`src/rtl/ttt_button_conditioner.sv`:
```
// Tic-tac-toe button front end.
// Nine square buttons and a start button are each synchronised and debounced.
// Accepted square presses become a single registered one-hot move pulse.
// Further presses are locked out until every square reads released again.
// The start button yields its own registered rising-edge pulse.

// One input lane: 2-FF synchroniser followed by a stable-count debouncer.
// The level flips only after DB_CYCLES consecutive samples disagree with it.
// DB_CYCLES must be >= 2 so the counter is at least one bit wide.
module ttt_btn_lane #(
  parameter int DB_CYCLES = 16
) (
  input  logic clk,
  input  logic reset,
  input  logic raw,
  output logic level
);

  localparam int              CW       = $clog2(DB_CYCLES);
  localparam logic [CW-1:0]   CNT_LAST = CW'(DB_CYCLES - 1);

  logic [1:0]    sync;
  logic [CW-1:0] cnt;

  // Two-stage synchroniser for the asynchronous raw input
  always_ff @(posedge clk or negedge reset) begin
    if (!reset) sync <= '0;
    else        sync <= {sync[0], raw};
  end

  // Count consecutive disagreeing samples; toggle the level on the last one
  always_ff @(posedge clk or negedge reset) begin
    if (!reset) begin
      level <= 1'b0;
      cnt   <= '0;
    end else if (sync[1] != level) begin
      if (cnt == CNT_LAST) begin
        level <= ~level;
        cnt   <= '0;
      end else begin
        cnt <= cnt + CW'(1);
      end
    end else begin
      cnt <= '0;
    end
  end

endmodule

module ttt_button_conditioner #(
  parameter int NUM_BTN   = 9,
  parameter int DB_CYCLES = 16
) (
  input  logic               clk,
  input  logic               reset,
  input  logic [NUM_BTN-1:0] btn_raw,
  input  logic               start_raw,
  input  logic               enable,
  output logic               move_valid,
  output logic [NUM_BTN-1:0] move_onehot,
  output logic [3:0]         move_idx,
  output logic               start_pulse,
  output logic [NUM_BTN-1:0] btn_level
);

  typedef enum logic {IDLE, HOLD} state_t;

  state_t             state, state_nx;
  logic [NUM_BTN-1:0] level_q;
  logic [NUM_BTN-1:0] rise;
  logic [NUM_BTN-1:0] pick;
  logic               start_level, start_level_q, start_rise;
  logic               mv_nx;
  logic [NUM_BTN-1:0] oh_nx;
  logic [3:0]         idx_nx;

  // One debouncer lane per square button
  generate
    for (genvar g = 0; g < NUM_BTN; g++) begin : g_lane
      ttt_btn_lane #(.DB_CYCLES(DB_CYCLES)) u_lane (
        .clk   (clk),
        .reset (reset),
        .raw   (btn_raw[g]),
        .level (btn_level[g])
      );
    end
  endgenerate

  ttt_btn_lane #(.DB_CYCLES(DB_CYCLES)) u_start (
    .clk   (clk),
    .reset (reset),
    .raw   (start_raw),
    .level (start_level)
  );

  // Delayed debounced levels for rising-edge detection
  always_ff @(posedge clk or negedge reset) begin
    if (!reset) begin
      level_q       <= '0;
      start_level_q <= 1'b0;
    end else begin
      level_q       <= btn_level;
      start_level_q <= start_level;
    end
  end

  assign rise       = btn_level & ~level_q;
  assign start_rise = start_level & ~start_level_q;
  // Isolate the lowest set bit: simultaneous presses resolve to the lowest square
  assign pick       = rise & (~rise + NUM_BTN'(1));

  // Next state and next registered outputs of the lockout FSM
  always_comb begin
    state_nx = state;
    mv_nx    = 1'b0;
    oh_nx    = '0;
    idx_nx   = '0;
    case (state)
      IDLE: begin
        if (|rise) begin
          // A rise always arms the lockout, even when the move is suppressed
          state_nx = HOLD;
          if (enable) begin
            mv_nx = 1'b1;
            oh_nx = pick;
            for (int i = 0; i < NUM_BTN; i++)
              if (pick[i]) idx_nx = 4'(i);
          end
        end
      end
      HOLD: begin
        if (btn_level == '0) state_nx = IDLE;
      end
      default: state_nx = IDLE;
    endcase
  end

  // State register and glitch-free registered outputs
  always_ff @(posedge clk or negedge reset) begin
    if (!reset) begin
      state       <= IDLE;
      move_valid  <= 1'b0;
      move_onehot <= '0;
      move_idx    <= '0;
      start_pulse <= 1'b0;
    end else begin
      state       <= state_nx;
      move_valid  <= mv_nx;
      move_onehot <= oh_nx;
      move_idx    <= idx_nx;
      start_pulse <= start_rise;
    end
  end

endmodule

```
`config.mk`:
```
export PLATFORM = sky130hd
export DESIGN_NAME = ttt_button_conditioner
export DESIGN_NICKNAME = d
export VERILOG_FILES = /design/src/rtl/ttt_button_conditioner.sv
export SDC_FILE = /design/constraint.sdc
export NUM_CORES = 1
export LEC_CHECK = 0
export ABC_AREA = 1
export BUFFER_PORTS_ARGS = -buffer_cell sky130_fd_sc_hd__clkbuf_2
export CORE_ASPECT_RATIO = 1.25
export CORE_MARGIN = 4
export CORE_UTILIZATION = 55
export CTS_CLUSTER_SIZE = 24
export DETAILED_ROUTE_END_ITERATION = 10
export PLACE_DENSITY = 0.84
export SETUP_SLACK_MARGIN = 0.5
export SLEW_MARGIN = 15
export SYNTH_ARGS = -nofsm -noshare
export SYNTH_HDL_FRONTEND = slang
export SYNTH_SLANG_ARGS = --single-unit
```
`constraint.sdc`:
```
create_clock -name clk -period 1.4 [get_ports clk]
set_input_delay 0.07 -clock clk [delete_from_list [all_inputs] [get_ports clk]]
set_output_delay 0.07 -clock clk [all_outputs]
set_load 0.05 [all_outputs]
```
==> results of run 1 <==
## worst reg2reg max path, stage by stage (launching register included)
cell	delay (ns)
dfrtp_1	0.44
buf_6	0.16
buf_4	0.15
nor2_1	0.13
nand4_1	0.13
nand2_1	0.11
nand2_1	0.07
## final cells by class
cell class | instances | share of cell area
tap | 87 | 0.0186
clock buffer | 10 | 0.0236
clock inverter | 6 | 0.0103
multi-input combinational | 181 | 0.307
sequential | 95 | 0.409
inverter | 40 | 0.0257
timing repair buffer | 118 | 0.206
## kinds of logic after synthesis
| group | Yosys count | share of synthesized area |
|---|---|---|
| compound gates | 6 | 0.00806 |
| mux | 8 | 0.0242 |
| simple gates | 129 | 0.167 |
| fa+ha+maj | 10 | 0.0336 |
| buf+inv | 51 | 0.0625 |
| xor+xnor | 28 | 0.0659 |
| flops | 95 | 0.638 |
## synth_stat cells (4+ instances only)
cell type / instances
inv_1: 40
xnor2_1: 18
nand3_2: 4
nand3_1: 18
ha_1: 10
xor2_1: 10
nand2_2: 7
nand2_1: 27
nor2_1: 58
dfrtp_1: 95
mux2_2: 8
buf_4: 11
a21oi_1: 5
## power breakdown
part | total (W) | internal, W | switching [W] | leakage [nW]
sequential | 0.00297 | 0.00284 | 0.000127 | 1.24
clock | 0.00184 | 0.000865 | 0.000975 | 0.0981
combinational | 0.000592 | 0.000309 | 0.000283 | 1.48
## how the worst min path moves through the flow
stage | from | end | slack, ns | cells after the start
2_1_floorplan | reset | g_lane[0].u_lane.cnt[0]$_DFF_PN0_ | -0.23 | 0
3_3_place_gp | reset | g_lane[5].u_lane.cnt[0]$_DFF_PN0_ | 0.15 | 2
3_5_place_dp | reset | g_lane[5].u_lane.cnt[3]$_DFF_PN0_ | 0.15 | 2
4_1_cts | enable | move_idx[3]$_DFF_PN0_ | 0.04 | 3
5_1_grt | enable | move_onehot[3]$_DFF_PN0_ | 0.12 | 3
6_report | enable | move_idx[3]$_DFF_PN0_ | 0.10 | 3
## metal layers
layer / up-vias / track usage
met3: 72 / 0.0467
met4: 0 / 0.106
met5: - / 0
met2: 140 / 0.425
li1: 1241 / -
met1: 1490 / 0.258
## layout by cell type, fill, tap and decap left out, types with 9 or more instances in the layout
cell type | netlist | routed
nand2_1 | 27 | 10
nor2_1 | 58 | 31
nor2_2 | 0 | 24
inv_1 | 40 | 32
buf_4 | 11 | 45
nand2_2 | 7 | 11
buf_8 | 0 | 21
clkbuf_8 | 0 | 10
clkbuf_2 | 0 | 11
xor2_1 | 10 | 9
dlygate4sd3_1 | 0 | 12
buf_6 | 0 | 25
nand2_4 | 3 | 15
dfrtp_1 | 95 | 87
## registers in the layout, indices dropped and copies added, names as in the netlist
name,count
u_start.cnt,4
g_lane.u_lane.cnt,36
g_lane.u_lane.sync,18
move_idx,4
move_onehot,8
level_q,9
start_level_q,1
start_pulse,1
g_lane.u_lane.level,9
state,1
u_start.level,1
move_valid,1
u_start.sync,2
## through the flow
| stage | area [µm²] | util |
|---|---|---|
| floorplan | 3820 | - |
| global placement | 4070 | 0.620 |
| detailed placement | 4070 | 0.620 |
| CTS | 5190 | 0.790 |
| global route | 5840 | 0.890 |
| finish | 5840 | 0.890 |
## repair_timing
action | CTS | global route
endpoints found under the hold margin | 106 | 0
hold buffers | 12 | 0
gates resized for setup | 113 | 109
pin swaps | 26 | 34
setup buffers | 33 | 33
endpoints found under the setup margin | 88 | 88
==> key figures, run 1 <==
Run status
  – Status: completed

Global route
  – Number of global-route vias before repair: 2921
  – GRT Total Usage: 0.234
  – First-pass GRT wire length: 14100 µm
  – Largest net degree at the start of global routing: between 90 and 100
  – Total gr overflow: 0
  – Antenna violations before repair: 0

Floorplan
  – I/O Pins: 37
  – Die Wd: about 82 µm
  – Core Rows: 33
  – Starting Density: 0.567
  – Die span in y: 100 µm
  – Core ar.: 6570 µm²
  – Die area: 8160 µm²

Flow run
  – MaxCap Viol Count: 0

STA
  – Max-slew violation count: 0
  – Slew HR: 0.678
  – Slew @ Worst Pin: 0.483 ns
  – RSZ-0062 raised after global routing: yes
  – Final Skew: ~0.013 ns
  – Endpoints failing setup: 0
  – Tmin final: 1.31 ns
  – Fmax: 764 MHz
  – Setup ws final: between 0.09 and 0.1 ns
  – Hold WS: 0.104 ns
  – Final hold violations: 0
  – Fraction of the cycle the final worst path needs: 0.935
  – Setup tns final: 0 ns

Setup path
  – Max FO, Critical Path: 3
  – CP Launch Type: flip-flop
  – Critical Path Start: g_lane[3].u_lane.level$_DFFE_PN0P_
  – Crit Reg-Reg Endpoint: state$_DFF_PN0_
  – Cell repeated most along the worst path: nand2_1
  – Critical path type: reg -> reg
  – Delay-heaviest family, CP: flip-flops
  – R2R setup slack: just over 0.09 ns
  – CP bufs+invs: 2
  – Reg2Reg Depth: 6
  – Worst reg2reg path startpoint: g_lane[3].u_lane.level$_DFFE_PN0P_
  – CP Depth: 6
  – Crit path cell chain: buf_6, buf_4, nor2_1, nand4_1, nand2_1, nand2_1
  – Worst Setup EP: state$_DFF_PN0_
  – Slowest CP cell: dfrtp_1
  – Worst endpoint data arrival time: 1.56 ns
  – Worst setup EP type: flip-flop
  – Crit path largest cell delay: 0.44 ns
  – Req. time, crit path: 1.65 ns

Finish
  – Final Instance Count excl. Fillers: 537
  – Fraction of layout cells with a size suffix above 1: 0.558
  – Final nets: 468
  – Area occupied by registers: 2390 µm²
  – Area grow syn2layout: 56.9%
  – Area occupied by multi-input gates: 1790 µm²
  – Fillers: about 220
  – Inserted Diodes: 0

Drt
  – Met1 WL: a little under 4000 µm
  – Vias per inst: 5.48
  – Iteration-0 DRC Markers: 165
  – Vias: ~2900
  – DR WL/cell: roughly 22 µm
  – Metal3 WL: 578 µm
  – DR top layer: met4
  – Post-DRT Antenna Nets: 0
  – DRC viols: 0
  – 1st-pass router iterations: 4
  – Met2 wire len: 6280 µm
  – Final wirelength: 11700 µm

Logic synthesis
  – Synth Flop Type: dfrtp_1
  – Cells after Synth: 327
  – Seq/Total Area, Yosys: 0.638
  – Yosys warnings: 0
  – Area leader, netlist: dfrtp_1
  – Seq cells post-synth: 95
  – Synth Cell Area: 3720 µm²
  – Top cells by area, synth: dfrtp_1 (64%), nor2_1 (5.8%), xnor2_1 (4.2%), inv_1 (4.0%), ha_1 (3.4%)
  – Synth unique cells: 22
  – Syn nets: 350
  – Share of the synthesized area in the top cell type: 0.638
  – Avg Inst Size Synth: ~11 µm²
  – Post-synth EDFFs: 0
  – Synth async-reset ratio: 1.00

CTS
  – Num Clock Sinks: 95
  – Root buf cell: clkbuf_8
  – Clk buf depth: 2
  – Skew-Pair Late Insertion Delay: roughly 0.37 ns
  – Clock transition at the registers of the reported paths: 0.09 ns
  – CTS Buf Count: 9
  – H-tree levels: 3
  – CTS tree: built

Placement
  – Setup WS pre-CTS: 0.200 ns
  – Port bufs: 36
  – Inst Count DP: 443
  – Gpl congestion: 0.863
  – Final HPWL DP: 4020 µm

Power
  – Leakage: roughly 2.8 nW
  – Final Power: about 0.0054 W
  – VDD IR max: 1250 µV
  – Pwr/cell area: 925 nW/µm²

Min path
  – Hold WC Path Type: in -> reg
(Power assumes the default switching activity.)
==> run 2, diff against run 1 <==
--- a/config.mk
+++ b/config.mk
@@ -13,5 +13,5 @@
 export CTS_CLUSTER_SIZE = 24
 export DETAILED_ROUTE_END_ITERATION = 10
-export PLACE_DENSITY = 0.84
+export PLACE_DENSITY = 0.75
 export SETUP_SLACK_MARGIN = 0.5
 export SLEW_MARGIN = 15
==> constraint.sdc (replaced) <==
create_clock -name clk -period 1.4 [get_ports clk]
set_input_delay 0.28 -clock clk [delete_from_list [all_inputs] [get_ports clk]]
set_output_delay 0.28 -clock clk [all_outputs]
set_load 0.05 [all_outputs]
==> run 2 against run 1 <==
  * The run now ends with negative setup slack left
  * Register-to-register slack got worse by 0.24 ns
  * Critical path type unchanged
  * Sequential power about the same
  * Largest power group unchanged
  * Non-clock buffer count decreased by 14
==> key figures, run 2 (same netlist as run 1, synthesis figures left out) <==
CTS
  – Num Clock Sinks: 95
  – Skew-Pair Late Insertion Delay: 0.38 ns
  – Root buf cell: clkbuf_8
  – Clock transition at the registers of the reported paths: 0.10 ns
  – H-tree levels: 3
  – CTS tree: built
  – Clk buf depth: 2
  – CTS Buf Count: 9

Min path
  – Hold WC Path Type: in -> reg

Power
  – Leakage: 2.74 nW
  – VDD IR max: ~1000 µV
  – Int Pwr: 0.00418 W
  – Net Sw Frac: 0.247
  – Comb pwr share: 0.095
  – Switching pwr: between 0.001 and 0.0015 W
  – Seq pwr share: 0.532
  – Pwr/cell area: 967 nW/µm²
  – Clk network pwr share: 0.374

Finish
  – Regs by FF count: g_lane.u_lane.cnt: 36 flops, g_lane.u_lane.sync: 18 flops
  – Area occupied by registers: between 2000 and 2500 µm²
  – Final nets: 454
  – Final Instance Count excl. Fillers: between 500 and 600
  – Inserted Diodes: 0
  – Fillers: 248
  – Area occupied by multi-input gates: 1770 µm²
  – Commonest cells after routing, fill and taps aside: dfrtp_1 (84), nor2_1 (36), buf_4 (30), buf_6 (28), inv_1 (26)
  – Final instance area: 5740 µm²
  – Max FFs per register: 36
  – Area grow syn2layout: 54.3%
  – Reg with most FFs: g_lane.u_lane.cnt
  – Most common cell after layout, fill and taps aside: dfrtp_1
  – Fraction of layout cells with a size suffix above 1: 0.562

Floorplan
  – Core Rows: 33
  – Die Wd: approximately 82 µm
  – I/O Pins: 37
  – Die area: 8160 µm²
  – Core ar.: 6570 µm²
  – Starting Density: 0.567
  – Die span in y: approximately 100 µm

STA
  – Slew @ Worst Pin: 0.450 ns
  – RSZ-0062 raised after global routing: yes
  – Final Skew: 0.0120 ns
  – Fmax: roughly 650 MHz
  – Setup tns final: -0.147 ns
  – Slew HR: 0.699
  – Setup ws final: -0.147 ns
  – Tmin final: 1.55 ns
  – Fraction of the cycle the final worst path needs: 1.11
  – Max-slew violation count: 0
  – Endpoints failing setup: 1
  – Final hold violations: 0

Global route
  – Largest net degree at the start of global routing: 36
  – Total gr overflow: 0
  – First-pass GRT wire length: approximately 12000 µm
  – Number of global-route vias before repair: between 2000 and 3000
  – Antenna violations before repair: 0
  – GRT Total Usage: 0.202

Flow run
  – MaxCap Viol Count: 0

Drt
  – Vias: about 2800
  – DR WL/cell: 19.9 µm
  – Vias per inst: 5.31
  – Post-DRT Antenna Nets: 0
  – Iteration-0 DRC Markers: between 150 and 200
  – DRC viols: 0
  – 1st-pass router iterations: 4
  – Final wirelength: 10400 µm

Setup path
  – Max FO, Critical Path: 5
  – Critical path type: reg -> reg
  – Worst endpoint data arrival time: 1.81 ns
  – CP Launch Type: flip-flop
  – Req. time, crit path: 1.66 ns
  – Worst setup EP type: flip-flop

Placement
  – DP Area: 4090 µm²
  – Final HPWL DP: 4240 µm
  – Inst Count DP: approximately 440
  – Port bufs: 36
  – Gpl congestion: 0.835

Run status
  – Failing checks: negative setup slack
  – Status: complete, but fails checks
-- run 2: critical path, stage by stage (launching register included) --
cell and delay [ns]:
dfrtp_1 0.40, inv_2 0.11, nand2_4 0.09, nand2_8 0.11, nor2_1 0.06, nor2_1 0.35, nand3_2 0.14, nand2_1 0.10
inv_1 0.06
-- run 2: cell type report --
class	instances	area share
tap	87	0.0190
sequential	95	0.416
multi-input combinational	181	0.308
inverter	40	0.0261
clock inverter	6	0.0163
clock buffer	10	0.0240
timing repair buffer	104	0.190
-- run 2: repair_timing --
item,in CTS,in global routing
buffers inserted,33,24
resized for setup,107,117
hold endpoints to repair,13,7
hold buffers,1,7
pin swaps,32,36
setup endpoints to repair,88,90
-- run 2: through the flow --
step	setup slack, ns	power, W	utilization	hold WS (ns)
floorplan	0.301	0.00311	-	-0.0156
global placement	0.216	0.00323	0.623	0.162
detailed placement	0.178	0.00325	0.623	0.162
CTS	0.0956	0.00535	0.777	0.00182
global route	-0.184	0.00573	0.875	0.00316
finish	-0.147	0.00555	0.875	0.00873
-- run 2: worst paths after layout --
kind                                                    start                                 end  slack (ns)  cells after the start
setup / recovery                         level_q[0]$_DFF_PN0_               move_idx[0]$_DFF_PN0_       -0.15                      8
hold / removal                                     btn_raw[1]  g_lane[1].u_lane.sync[0]$_DFF_PN0_       0.009                      1
setup reg to reg                         level_q[0]$_DFF_PN0_               move_idx[0]$_DFF_PN0_       -0.15                      8
hold reg to reg            g_lane[4].u_lane.sync[0]$_DFF_PN0_  g_lane[4].u_lane.sync[1]$_DFF_PN0_        0.36                      0
max in group asynchronous                               reset  g_lane[3].u_lane.level$_DFFE_PN0P_        0.60                      3
min in group asynchronous                               reset  g_lane[0].u_lane.level$_DFFE_PN0P_        0.32                      2
-- run 2: power by group through the flow --
stage          Combinational, W  Clock, W  Sequential, W
6_report               0.000525   0.00207        0.00295
5_1_grt                0.000574   0.00220        0.00296
4_1_cts                0.000388   0.00203        0.00293
3_5_place_dp           0.000276         0        0.00297
3_3_place_gp           0.000262         0        0.00296
2_1_floorplan          0.000156         0        0.00296
-- run 2: routing by layer --
layer | up-vias | share of wire | global-route usage
met2 | 95 | 0.54 | 0.354
met5 | - | 0 | 0
met4 | 0 | 0.052 | 0.0742
li1 | 1223 | - | -
met1 | 1416 | 0.37 | 0.233
met3 | 44 | 0.038 | 0.0592
